===== src/rtl/multicycle_ctrl_if.sv =====
// ---------------------------------------------------------------------------
// multicycle_ctrl_if
//   Bundle between the multi-cycle sequencer and the datapath / shared
//   instruction-data memory port.
//
//   Handshake: the controller holds mem_req (and mem_we / mem_half) steady
//   until the memory answers with mem_ready in the same cycle. A cycle with
//   mem_req=1 and mem_ready=1 completes the request. mem_ready while
//   mem_req=0 has no meaning and is ignored.
//
//   master : controller side (drives strobes, state, fault, retired)
//   slave  : datapath / memory side (drives instr, zero, mem_ready)
// ---------------------------------------------------------------------------
interface multicycle_ctrl_if #(
   parameter int RET_W = 16
) ();
   // datapath / memory -> controller
   logic [31:0]      instr;
   logic             zero;
   logic             mem_ready;
   // controller -> datapath / memory
   logic [2:0]       state;
   logic             ir_write;
   logic             pc_write;
   logic [1:0]       pc_src;
   logic             mem_req;
   logic             mem_we;
   logic             mem_half;
   logic             reg_write;
   logic [1:0]       wb_sel;
   logic             alu_src;
   logic [3:0]       alu_control;
   logic             fault;
   logic [RET_W-1:0] retired;

   modport master (
      input  instr, zero, mem_ready,
      output state, ir_write, pc_write, pc_src, mem_req, mem_we, mem_half,
             reg_write, wb_sel, alu_src, alu_control, fault, retired
   );

   modport slave (
      output instr, zero, mem_ready,
      input  state, ir_write, pc_write, pc_src, mem_req, mem_we, mem_half,
             reg_write, wb_sel, alu_src, alu_control, fault, retired
   );
endinterface


===== src/rtl/multicycle_ctrl.sv =====
// ---------------------------------------------------------------------------
// multicycle_ctrl
//   Multi-cycle sequencer: steps each instruction through
//   FETCH -> DECODE -> EXEC -> (MEM) -> (WB), driving datapath strobes and
//   ALU selects, with a memory-wait timeout that drops into a sticky FAULT
//   state and a wrapping retired-instruction counter.
//
// Ports
//   clk    : rising-edge clock
//   reset  : synchronous active-high reset; all strobes forced low while high
//   bus    : multicycle_ctrl_if.master (instr/zero/mem_ready in, strobes,
//            state, fault, retired out)
//
// Parameters
//   MEM_TIMEOUT : max wait cycles with mem_req high and no mem_ready (>=1)
//   RET_W       : width of the retired-instruction counter
// ---------------------------------------------------------------------------
module multicycle_ctrl #(
   parameter int MEM_TIMEOUT = 15,
   parameter int RET_W       = 16
) (
   input  logic                clk,
   input  logic                reset,
   multicycle_ctrl_if.master   bus
);

   typedef enum logic [2:0] {
      S_FETCH  = 3'd0,
      S_DECODE = 3'd1,
      S_EXEC   = 3'd2,
      S_MEM    = 3'd3,
      S_WB     = 3'd4,
      S_FAULT  = 3'd7
   } state_e;

   localparam logic [6:0] OP_R   = 7'b0110011;
   localparam logic [6:0] OP_I   = 7'b0010011;
   localparam logic [6:0] OP_LH  = 7'b0001011;
   localparam logic [6:0] OP_SW  = 7'b0100011;
   localparam logic [6:0] OP_SH  = 7'b0101011;
   localparam logic [6:0] OP_BNE = 7'b1100011;
   localparam logic [6:0] OP_JAL = 7'b1101111;

   localparam logic [6:0] F7_ADD = 7'b0000000;
   localparam logic [6:0] F7_SUB = 7'b0100000;

   localparam logic [3:0] ALU_ADD = 4'b0000;
   localparam logic [3:0] ALU_SUB = 4'b0001;
   localparam logic [3:0] ALU_AND = 4'b0010;
   localparam logic [3:0] ALU_OR  = 4'b0011;
   localparam logic [3:0] ALU_SLL = 4'b0101;

   localparam int WAIT_W = (MEM_TIMEOUT > 1) ? $clog2(MEM_TIMEOUT) : 1;
   localparam logic [WAIT_W-1:0] WAIT_LAST = WAIT_W'(MEM_TIMEOUT - 1);

   state_e             state_q, state_d;
   logic [6:0]         opcode_q, opcode_d;
   logic [2:0]         funct3_q, funct3_d;
   logic [6:0]         funct7_q, funct7_d;
   logic [WAIT_W-1:0]  wait_q, wait_d;
   logic [RET_W-1:0]   retired_q, retired_d;

   // Register/immediate fields never influence sequencing.
   logic unused_instr_bits;
   assign unused_instr_bits = ^{bus.instr[24:15], bus.instr[11:7]};

   function automatic logic is_legal(input logic [31:0] w);
      logic ok;
      ok = 1'b0;
      case (w[6:0])
         OP_R: begin
            case (w[14:12])
               3'b000:         ok = (w[31:25] == F7_ADD) || (w[31:25] == F7_SUB);
               3'b110, 3'b001: ok = 1'b1;
               default:        ok = 1'b0;
            endcase
         end
         OP_I:                        ok = (w[14:12] == 3'b000) || (w[14:12] == 3'b111);
         OP_LH, OP_SW, OP_SH, OP_JAL: ok = 1'b1;
         OP_BNE:                      ok = (w[14:12] == 3'b001);
         default:                     ok = 1'b0;
      endcase
      return ok;
   endfunction

   // Instruction class from the fields latched in DECODE.
   logic is_r, is_i, is_lh, is_sw, is_sh, is_bne, is_jal, is_store, is_mem;
   assign is_r     = (opcode_q == OP_R);
   assign is_i     = (opcode_q == OP_I);
   assign is_lh    = (opcode_q == OP_LH);
   assign is_sw    = (opcode_q == OP_SW);
   assign is_sh    = (opcode_q == OP_SH);
   assign is_bne   = (opcode_q == OP_BNE);
   assign is_jal   = (opcode_q == OP_JAL);
   assign is_store = is_sw || is_sh;
   assign is_mem   = is_lh || is_store;

   // ALU selects; held unchanged from EXEC through MEM/WB.
   logic       alu_src_k;
   logic [3:0] alu_ctl_k;
   always_comb begin
      alu_src_k = is_i || is_mem;
      alu_ctl_k = ALU_ADD;
      if (is_r) begin
         case (funct3_q)
            3'b000:  alu_ctl_k = (funct7_q == F7_SUB) ? ALU_SUB : ALU_ADD;
            3'b110:  alu_ctl_k = ALU_OR;
            3'b001:  alu_ctl_k = ALU_SLL;
            default: alu_ctl_k = ALU_ADD;
         endcase
      end else if (is_i && (funct3_q == 3'b111)) begin
         alu_ctl_k = ALU_AND;
      end else if (is_bne) begin
         alu_ctl_k = ALU_SUB;
      end
   end

   // Next-state, field latch, wait counter and retire counter.
   always_comb begin
      state_d   = state_q;
      opcode_d  = opcode_q;
      funct3_d  = funct3_q;
      funct7_d  = funct7_q;
      wait_d    = wait_q;
      retired_d = retired_q;
      case (state_q)
         S_FETCH: begin
            if (bus.mem_ready)           state_d = S_DECODE;
            else if (wait_q == WAIT_LAST) state_d = S_FAULT;
            else                         wait_d  = wait_q + WAIT_W'(1);
         end
         S_DECODE: begin
            opcode_d = bus.instr[6:0];
            funct3_d = bus.instr[14:12];
            funct7_d = bus.instr[31:25];
            state_d  = is_legal(bus.instr) ? S_EXEC : S_FAULT;
         end
         S_EXEC: begin
            if (is_bne || is_jal) begin
               retired_d = retired_q + RET_W'(1);
               state_d   = S_FETCH;
            end else if (is_mem) begin
               state_d = S_MEM;
            end else begin
               state_d = S_WB;
            end
         end
         S_MEM: begin
            if (bus.mem_ready) begin
               if (is_lh) begin
                  state_d = S_WB;
               end else begin
                  retired_d = retired_q + RET_W'(1);
                  state_d   = S_FETCH;
               end
            end else if (wait_q == WAIT_LAST) begin
               state_d = S_FAULT;
            end else begin
               wait_d = wait_q + WAIT_W'(1);
            end
         end
         S_WB: begin
            retired_d = retired_q + RET_W'(1);
            state_d   = S_FETCH;
         end
         S_FAULT: state_d = S_FAULT;
         default: state_d = S_FAULT;
      endcase
      // Every fresh memory request starts its wait budget from zero.
      if (((state_d == S_FETCH) || (state_d == S_MEM)) && (state_d != state_q)) begin
         wait_d = '0;
      end
   end

   always_ff @(posedge clk) begin
      if (reset) begin
         state_q   <= S_FETCH;
         opcode_q  <= '0;
         funct3_q  <= '0;
         funct7_q  <= '0;
         wait_q    <= '0;
         retired_q <= '0;
      end else begin
         state_q   <= state_d;
         opcode_q  <= opcode_d;
         funct3_q  <= funct3_d;
         funct7_q  <= funct7_d;
         wait_q    <= wait_d;
         retired_q <= retired_d;
      end
   end

   // Strobes decode from state and latched fields; reset masks them all.
   always_comb begin
      bus.ir_write    = 1'b0;
      bus.pc_write    = 1'b0;
      bus.pc_src      = 2'd0;
      bus.mem_req     = 1'b0;
      bus.mem_we      = 1'b0;
      bus.mem_half    = 1'b0;
      bus.reg_write   = 1'b0;
      bus.wb_sel      = 2'd0;
      bus.alu_src     = 1'b0;
      bus.alu_control = ALU_ADD;
      if (!reset) begin
         case (state_q)
            S_FETCH: begin
               bus.mem_req  = 1'b1;
               bus.ir_write = bus.mem_ready;
            end
            S_EXEC: begin
               bus.alu_src     = alu_src_k;
               bus.alu_control = alu_ctl_k;
               if (is_bne) begin
                  bus.pc_write = 1'b1;
                  bus.pc_src   = bus.zero ? 2'd0 : 2'd1;
               end else if (is_jal) begin
                  bus.pc_write  = 1'b1;
                  bus.pc_src    = 2'd2;
                  bus.reg_write = 1'b1;
                  bus.wb_sel    = 2'd2;
               end
            end
            S_MEM: begin
               bus.mem_req     = 1'b1;
               bus.mem_we      = is_store;
               bus.mem_half    = is_lh || is_sh;
               bus.alu_src     = alu_src_k;
               bus.alu_control = alu_ctl_k;
               bus.pc_write    = bus.mem_ready && is_store;
            end
            S_WB: begin
               bus.reg_write   = 1'b1;
               bus.wb_sel      = is_lh ? 2'd1 : 2'd0;
               bus.pc_write    = 1'b1;
               bus.alu_src     = alu_src_k;
               bus.alu_control = alu_ctl_k;
            end
            default: ;
         endcase
      end
   end

   assign bus.state   = state_q;
   assign bus.fault   = (state_q == S_FAULT);
   assign bus.retired = retired_q;

endmodule


===== src/flat_wrapper.sv =====
// flat-port wrapper written by rule: the top's interface ports become plain ports
module multicycle_ctrl_flat 
#(
   parameter int MEM_TIMEOUT = 15,
   parameter int RET_W       = 16
)
  (clk, reset, bus_instr, bus_zero, bus_mem_ready, bus_state, bus_ir_write, bus_pc_write, bus_pc_src, bus_mem_req, bus_mem_we, bus_mem_half, bus_reg_write, bus_wb_sel, bus_alu_src, bus_alu_control, bus_fault, bus_retired);
  multicycle_ctrl_if #(.RET_W(RET_W)) bus_i ();
  input  logic clk;
  input  logic reset;
  input wire logic [$bits(bus_i.instr)-1:0] bus_instr;
  input wire logic [$bits(bus_i.zero)-1:0] bus_zero;
  input wire logic [$bits(bus_i.mem_ready)-1:0] bus_mem_ready;
  output wire logic [$bits(bus_i.state)-1:0] bus_state;
  output wire logic [$bits(bus_i.ir_write)-1:0] bus_ir_write;
  output wire logic [$bits(bus_i.pc_write)-1:0] bus_pc_write;
  output wire logic [$bits(bus_i.pc_src)-1:0] bus_pc_src;
  output wire logic [$bits(bus_i.mem_req)-1:0] bus_mem_req;
  output wire logic [$bits(bus_i.mem_we)-1:0] bus_mem_we;
  output wire logic [$bits(bus_i.mem_half)-1:0] bus_mem_half;
  output wire logic [$bits(bus_i.reg_write)-1:0] bus_reg_write;
  output wire logic [$bits(bus_i.wb_sel)-1:0] bus_wb_sel;
  output wire logic [$bits(bus_i.alu_src)-1:0] bus_alu_src;
  output wire logic [$bits(bus_i.alu_control)-1:0] bus_alu_control;
  output wire logic [$bits(bus_i.fault)-1:0] bus_fault;
  output wire logic [$bits(bus_i.retired)-1:0] bus_retired;
  assign bus_i.instr = bus_instr;
  assign bus_i.zero = bus_zero;
  assign bus_i.mem_ready = bus_mem_ready;
  assign bus_state = bus_i.state;
  assign bus_ir_write = bus_i.ir_write;
  assign bus_pc_write = bus_i.pc_write;
  assign bus_pc_src = bus_i.pc_src;
  assign bus_mem_req = bus_i.mem_req;
  assign bus_mem_we = bus_i.mem_we;
  assign bus_mem_half = bus_i.mem_half;
  assign bus_reg_write = bus_i.reg_write;
  assign bus_wb_sel = bus_i.wb_sel;
  assign bus_alu_src = bus_i.alu_src;
  assign bus_alu_control = bus_i.alu_control;
  assign bus_fault = bus_i.fault;
  assign bus_retired = bus_i.retired;
  multicycle_ctrl #(.MEM_TIMEOUT(MEM_TIMEOUT), .RET_W(RET_W)) u_core (.clk(clk), .reset(reset), .bus(bus_i));
endmodule

===== config.mk =====
export PLATFORM = sky130hd
export DESIGN_NAME = multicycle_ctrl_flat
export DESIGN_NICKNAME = d
export VERILOG_FILES = /design/src/rtl/multicycle_ctrl_if.sv /design/src/rtl/multicycle_ctrl.sv /design/src/flat_wrapper.sv
export SDC_FILE = /design/constraint.sdc
export NUM_CORES = 1
export LEC_CHECK = 0
export ABC_AREA = 1
export CORE_MARGIN = 1.5
export CORE_UTILIZATION = 60
export CTS_BUF_LIST = sky130_fd_sc_hd__clkbuf_8 sky130_fd_sc_hd__clkbuf_16
export CTS_CLUSTER_DIAMETER = 30
export DETAILED_ROUTE_END_ITERATION = 10
export DONT_BUFFER_PORTS = 1
export PLACE_DENSITY = 0.76
export SYNTH_ARGS = -nofsm -noshare
export SYNTH_HDL_FRONTEND = slang
export SYNTH_SLANG_ARGS = --single-unit

===== constraint.sdc =====
create_clock -name clk -period 2.3 [get_ports clk]
set_clock_uncertainty 0.15 [all_clocks]
set_input_delay 0.46 -clock clk [delete_from_list [all_inputs] [get_ports clk]]
set_output_delay 0.46 -clock clk [all_outputs]
set_load 0.05 [all_outputs]

**After elaboration in Yosys (flattened, before gate mapping)**

Index checks and enable logic that the tools add are counted.

- Equality and inequality tests: 33
- Multiplexer cells: 48
- Bitwise operators: 2
- Add/subtract/negate cells: 2
- Reduce and logical (&&, ||, !) cells: 24

Operators by type and width:

| cell | number |
|---|---|
| == test 7 x 6 -> 1 bit (second input constant) | 8 |
| two-way mux 16 bit | 3 |
| case mux 16 bit (3 select lines) | 1 |
| == test 7 bit (second input constant) | 4 |
| two-way mux 3 bit | 7 |
| two-way mux 1 bit | 20 |
| == test 3 bit (second input constant) | 6 |
| adder 16 x 1 -> 16 bit (second input constant) | 1 |
| two-way mux 4 bit | 4 |
| case mux 3 bit (5 select lines) | 1 |
| == test 7 x 4 -> 1 bit (second input constant) | 2 |
| == test 7 x 5 -> 1 bit (second input constant) | 2 |
| logical NOT 3 bit | 4 |
| two-way mux 2 bit | 6 |
| case mux 4 bit (3 select lines) | 1 |
| == test 3 x 1 -> 1 bit (second input constant) | 3 |
| == test 3 x 2 -> 1 bit (second input constant) | 3 |
| logical OR 1 bit | 8 |
| logical NOT 7 bit | 1 |
| OR reduction 2 bit | 3 |
| adder 4 x 1 -> 4 bit (second input constant) | 1 |
| == test 4 bit (second input constant) | 1 |
| != test 2 bit (second input constant) | 2 |
| case mux 1 bit (2 select lines) | 2 |
| 12 further kinds | 15 |

- Bits in registers: 40
- Word-level logic and storage cells: 115
- Output and inout bits: 35
- Input bits: 36

**Longest topological paths before layout**

- Depth after elaboration: 11
- Depth in mapped cells: 14
- Mapped depth without buffers: 14

**Worst setup path before layout**

No wires, ideal clock.

- Kind: register -> output
- Start point: register u_core.state_q[1], in the netlist u_core.bus.state[1]
- End point: output bus_reg_write
- Buffers on the path: 0
- Required time: 1690 ps
- Arrival: 2866 ps
- Stages on the path, launching flop included: 6
- Setup slack: -1176 ps
- Cell sequence: dfxtp_1 > nand2_1 > nor2_2 > inv_1 > nor3_1 > o21bai_1

- Longest elaborated chain between the ends: 3
- Elaborated cells between the ends (all ways): 4
- Classes of those cells: eq/ne (2); mux (2)

RTL lines:

| element | line | RTL |
|---|---|---|
| start, declared | multicycle_ctrl.sv:56 | `state_e state_q, state_d;` |
| start signal, assigned | multicycle_ctrl.sv:184 | `state_q <= state_d;` |
| == test 3 bit or == test 3 x 2 -> 1 bit (tied branches) | multicycle_ctrl.sv:206 | `case (state_q)` |
| case mux 1 bit (2 select lines) * | multicycle_ctrl.sv:206 |  |
| two-way mux 1 bit * | multicycle_ctrl.sv:205 | `if (!reset) begin` |
| end, declared | flat_wrapper.sv:21 | `output wire logic [$bits(bus_i.reg_write)-1:0] bus_reg_write;` |

Mark *: on every way between the ends. The rest lies on a longest branch, timed or not.

**Final worst setup path**

- Start point: register u_core.opcode_q[2]
- End point: output bus_alu_control[1]

- Longest elaborated chain between the ends: 6
- Elaborated cells between the ends (all ways): 7
- Classes of those cells: eq/ne (2); mux (4); reduce/logical (1)

RTL lines:

| element | line | RTL |
|---|---|---|
| start, declared | multicycle_ctrl.sv:57 | `logic [6:0] opcode_q, opcode_d;` |
| start signal, assigned | multicycle_ctrl.sv:185 | `opcode_q <= opcode_d;` |
| == test 7 x 5 -> 1 bit | multicycle_ctrl.sv:89 | `assign is_i = (opcode_q == OP_I);` |
| logical AND 1 bit | multicycle_ctrl.sv:111 | `end else if (is_i && (funct3_q == 3'b111)) begin` |
| two-way mux 4 bit | multicycle_ctrl.sv:111 |  |
| two-way mux 4 bit * | multicycle_ctrl.sv:104 | `if (is_r) begin` |
| two-way mux 4 bit * | multicycle_ctrl.sv:206 |  |
| two-way mux 4 bit * | multicycle_ctrl.sv:205 |  |
| end, declared | flat_wrapper.sv:24 | `output wire logic [$bits(bus_i.alu_control)-1:0] bus_alu_control;` |

Marks and branches as above.

==> results_dict.tcl <==
set metrics [dict create \
    seq_area_um2 823 \
    min_to "u_core.bus.retired[8]" \
    whs_ns 0.0594 \
    startpoint_type "register" \
    netlist_top_cells_area "dfxtp_1, nand2_1, nor2_1" \
    ioPinCount 71 \
    slowest_stage "or3b_4" \
    crit_cells 7 \
    antenna_found_initial 0 \
    leakage_nw 1.33 \
    fmax_ghz 0.431 \
    fill_cells 247 \
    grt_max_degree 29 \
    synthCells 376 \
    place_area_um2 2840 \
    cts.clk_slew.worst_paths_ns 0.08 \
    nets 457 \
    rsz0062_at_grt "yes" \
    p_total_w 0.00323 \
    final_area_um2 3140 \
    synthXorXnorAreaFrac_pct 2.91 \
    place_congestion 0.899 \
    relSlewSlack_pct 62.1 \
    worstSetupEndpointType "output pin" \
    track_usage_pct 30.4 \
    gr-usage-met1_pct 36.5 \
    cp_slowest_stage_delay_ns 0.38 \
    die_y_um 66.3 \
    setup_violations 3 \
    place_inst 450 \
    postCtsHoldBufs 0 \
    initial_core_util_pct 64.3 \
    worstHoldStart "reset" \
    detail-route-antenna-nets 0 \
    cts_buffers 5 \
    powerDensity_nw_per_um2 1030 \
    root_buffer "clkbuf_8" \
    ys_ff_latch 40 \
    dieArea_um2 4400 \
    min_path_type "in -> reg" \
    multi_input_area_um2 1520 \
    worstPathCellList "inv_2 -> nand3_4 -> nor2_4 -> nand2_2 -> or3b_4 -> a21oi_4 -> buf_12" \
    arrival_ns 1.71 \
    ctsLongestPathBuffers 2 \
    htreeDepth 2 \
    drt_pass1_iterations 5 \
    synthesis.nets 415 \
    synthAdderAreaFrac_pct 1.56 \
    synthDistinctLibCells 34 \
    cts.sinks 40 \
    finalCritPeriodShare_pct 101 \
    use_met3_pct 6.13 \
    r2r-end "u_core.wait_q[0]" \
    synthMuxAreaShare_pct 0 \
    ys_warn_count 0 \
    synth_compound_area_share_pct 12.4 \
    synth_top_family_by_area "simple AND/OR/NAND/NOR gates" \
    violations "negative setup slack" \
    drt_iter0_drc 229 \
    worstPathRequired_ns 1.69 \
    period_needed_ns 2.32 \
    fin_cells 467 \
    path_class "reg -> out" \
    final_common_cell "nand2_1" \
    hpwlAfterDp_um 4600 \
    final_cell_mix "nand2_1, nor2_1, buf_4" \
    post_drt_wl_per_cell_um 13.9 \
    totalWireLength_um 6500 \
    grt_pass1_vias 2369 \
    timing_hold_violations_final 0 \
    met2_usage_pct 52.1 \
    syn_avg_cell_area_um2 6.40 \
    vdd_drop_max_mv 0.690 \
    vias 2588 \
    fp-row-count 22 \
    synth_top_area_share_pct 33.3 \
    worst_pin_slew_ns 0.567 \
    drive_above_1_share_pct 28.4 \
    die_w_um 66.3 \
    timing.rr.start "u_core.wait_q[0]" \
    core_um2 3740 \
    drv_cap 0 \
    clk_latency_ns 0.30 \
    path_delay_family "simple AND/OR/NAND/NOR gates" \
    area_delta_synth_final_pct 30.4 \
    netlist_area_um2 2410 \
    final_max_slew_viol_count 0 \
    yosysTopAreaCell "dfxtp_1" \
    rrSetupSlack_ns 0.27 \
    antennaDiodeCount 0 \
    grt_first_pass_wirelength_um 10200 \
    cp_max_fo 3 \
    finalWorstSetupSlack_ns -0.0183 \
    cts_tree "built" \
    status "finished with violations" \
    top_usage_layer "met2" \
    crit_buf_inv 2 \
    drcViolationCount 0 \
    overflow 0 \
    rr_worst_depth 14 \
    vias_per_cell 5.54 \
    synth-seq-area-share_pct 33.3 \
    io_buffers 0 \
    hold_depth 1 \
    synth-simple-area-share_pct 39.6 \
]
==> power by group <==
part           switching (W)  internal (W)
Sequential          0.000168      0.000881
Clock               0.000261      0.000355
Combinational        0.00105      0.000515
==> state kept, by name (all words and copies together) (netlist names) <==
name and flops:
u_core.bus.retired 16, u_core.funct7_q 7, u_core.opcode_q 7, u_core.wait_q 4, u_core.bus.state 3, u_core.funct3_q 3
==> metrics by stage <==
stage | utilization, % | worst slack (ns) | TNS (ns)
finish | 83.8 | -0.0183 | -0.0510
global route | 83.8 | -0.0750 | -0.225
CTS | 80.3 | -0.0370 | -0.0370
detailed placement | 75.8 | 0.141 | 0
global placement | 75.8 | 0.168 | 0
floorplan | - | -0.157 | -0.459
==> worst max-delay path by stage <==
stage | start | to
after global routing | u_core.opcode_q[2] | bus_alu_control[1]
after floorplan | reset | bus_mem_half
after CTS | u_core.opcode_q[2] | bus_alu_control[1]
after global placement | u_core.opcode_q[2] | bus_alu_control[1]
after detailed placement | u_core.opcode_q[2] | bus_alu_control[1]
final | u_core.opcode_q[2] | bus_alu_control[1]
==> kinds of logic after synthesis <==
kind of cell    count (synthesis)
fa+ha+maj                       3
other cells                     1
flops                          40
xor+xnor                        8
compound gates                 58
buf+inv                        59
simple gates                  207
==> synth_stat cells <==
| library cell | instances |
|---|---|
| a211oi_1 | 1 |
| a21oi_1 | 25 |
| a22oi_1 | 1 |
| a31oi_1 | 1 |
| buf_1 | 1 |
| buf_2 | 1 |
| buf_4 | 1 |
| buf_6 | 2 |
| clkbuf_1 | 6 |
| conb_1 | 1 |
| dfxtp_1 | 40 |
| ha_1 | 3 |
| inv_1 | 40 |
| inv_2 | 8 |
| nand2_1 | 69 |
| nand2_2 | 5 |
| nand3_1 | 27 |
| nand3_2 | 4 |
| nand3b_1 | 2 |
| nand4_1 | 6 |
| nor2_1 | 64 |
| nor2_2 | 4 |
| nor2_4 | 2 |
| nor3_1 | 13 |
| nor3_4 | 1 |
| nor3b_1 | 1 |
| nor4_1 | 7 |
| o21ai_0 | 28 |
| o21ai_1 | 1 |
| o21bai_1 | 1 |
| or2_2 | 1 |
| or3b_2 | 1 |
| xnor2_1 | 4 |
| xor2_1 | 4 |
==> final cells by class <==
type                    count  share of cell area, %
repair buffers             46                   13.5
flip-flops and latches     40                   26.2
well taps                  48                   1.91
inverters                  48                   5.90
clock buffers               6                   2.63
multi-input cells         277                   48.6
clock inverters             2                   1.24
==> what timing repair did <==
item | 4_1_cts | 5_1_grt
pin swaps | 3 | 11
buffers inserted | 2 | 7
endpoints found under the setup margin | 5 | 7
resized for setup | 15 | 25
==> layer usage <==
layer | share of wire, % | vias to the layer above
li1 | - | 1306
met1 | 41 | 1146
met2 | 49 | 118
met3 | 7.0 | 18
met4 | 2.7 | 0
met5 | 0 | -
Note: power is estimated with default switching activity, not from simulation.
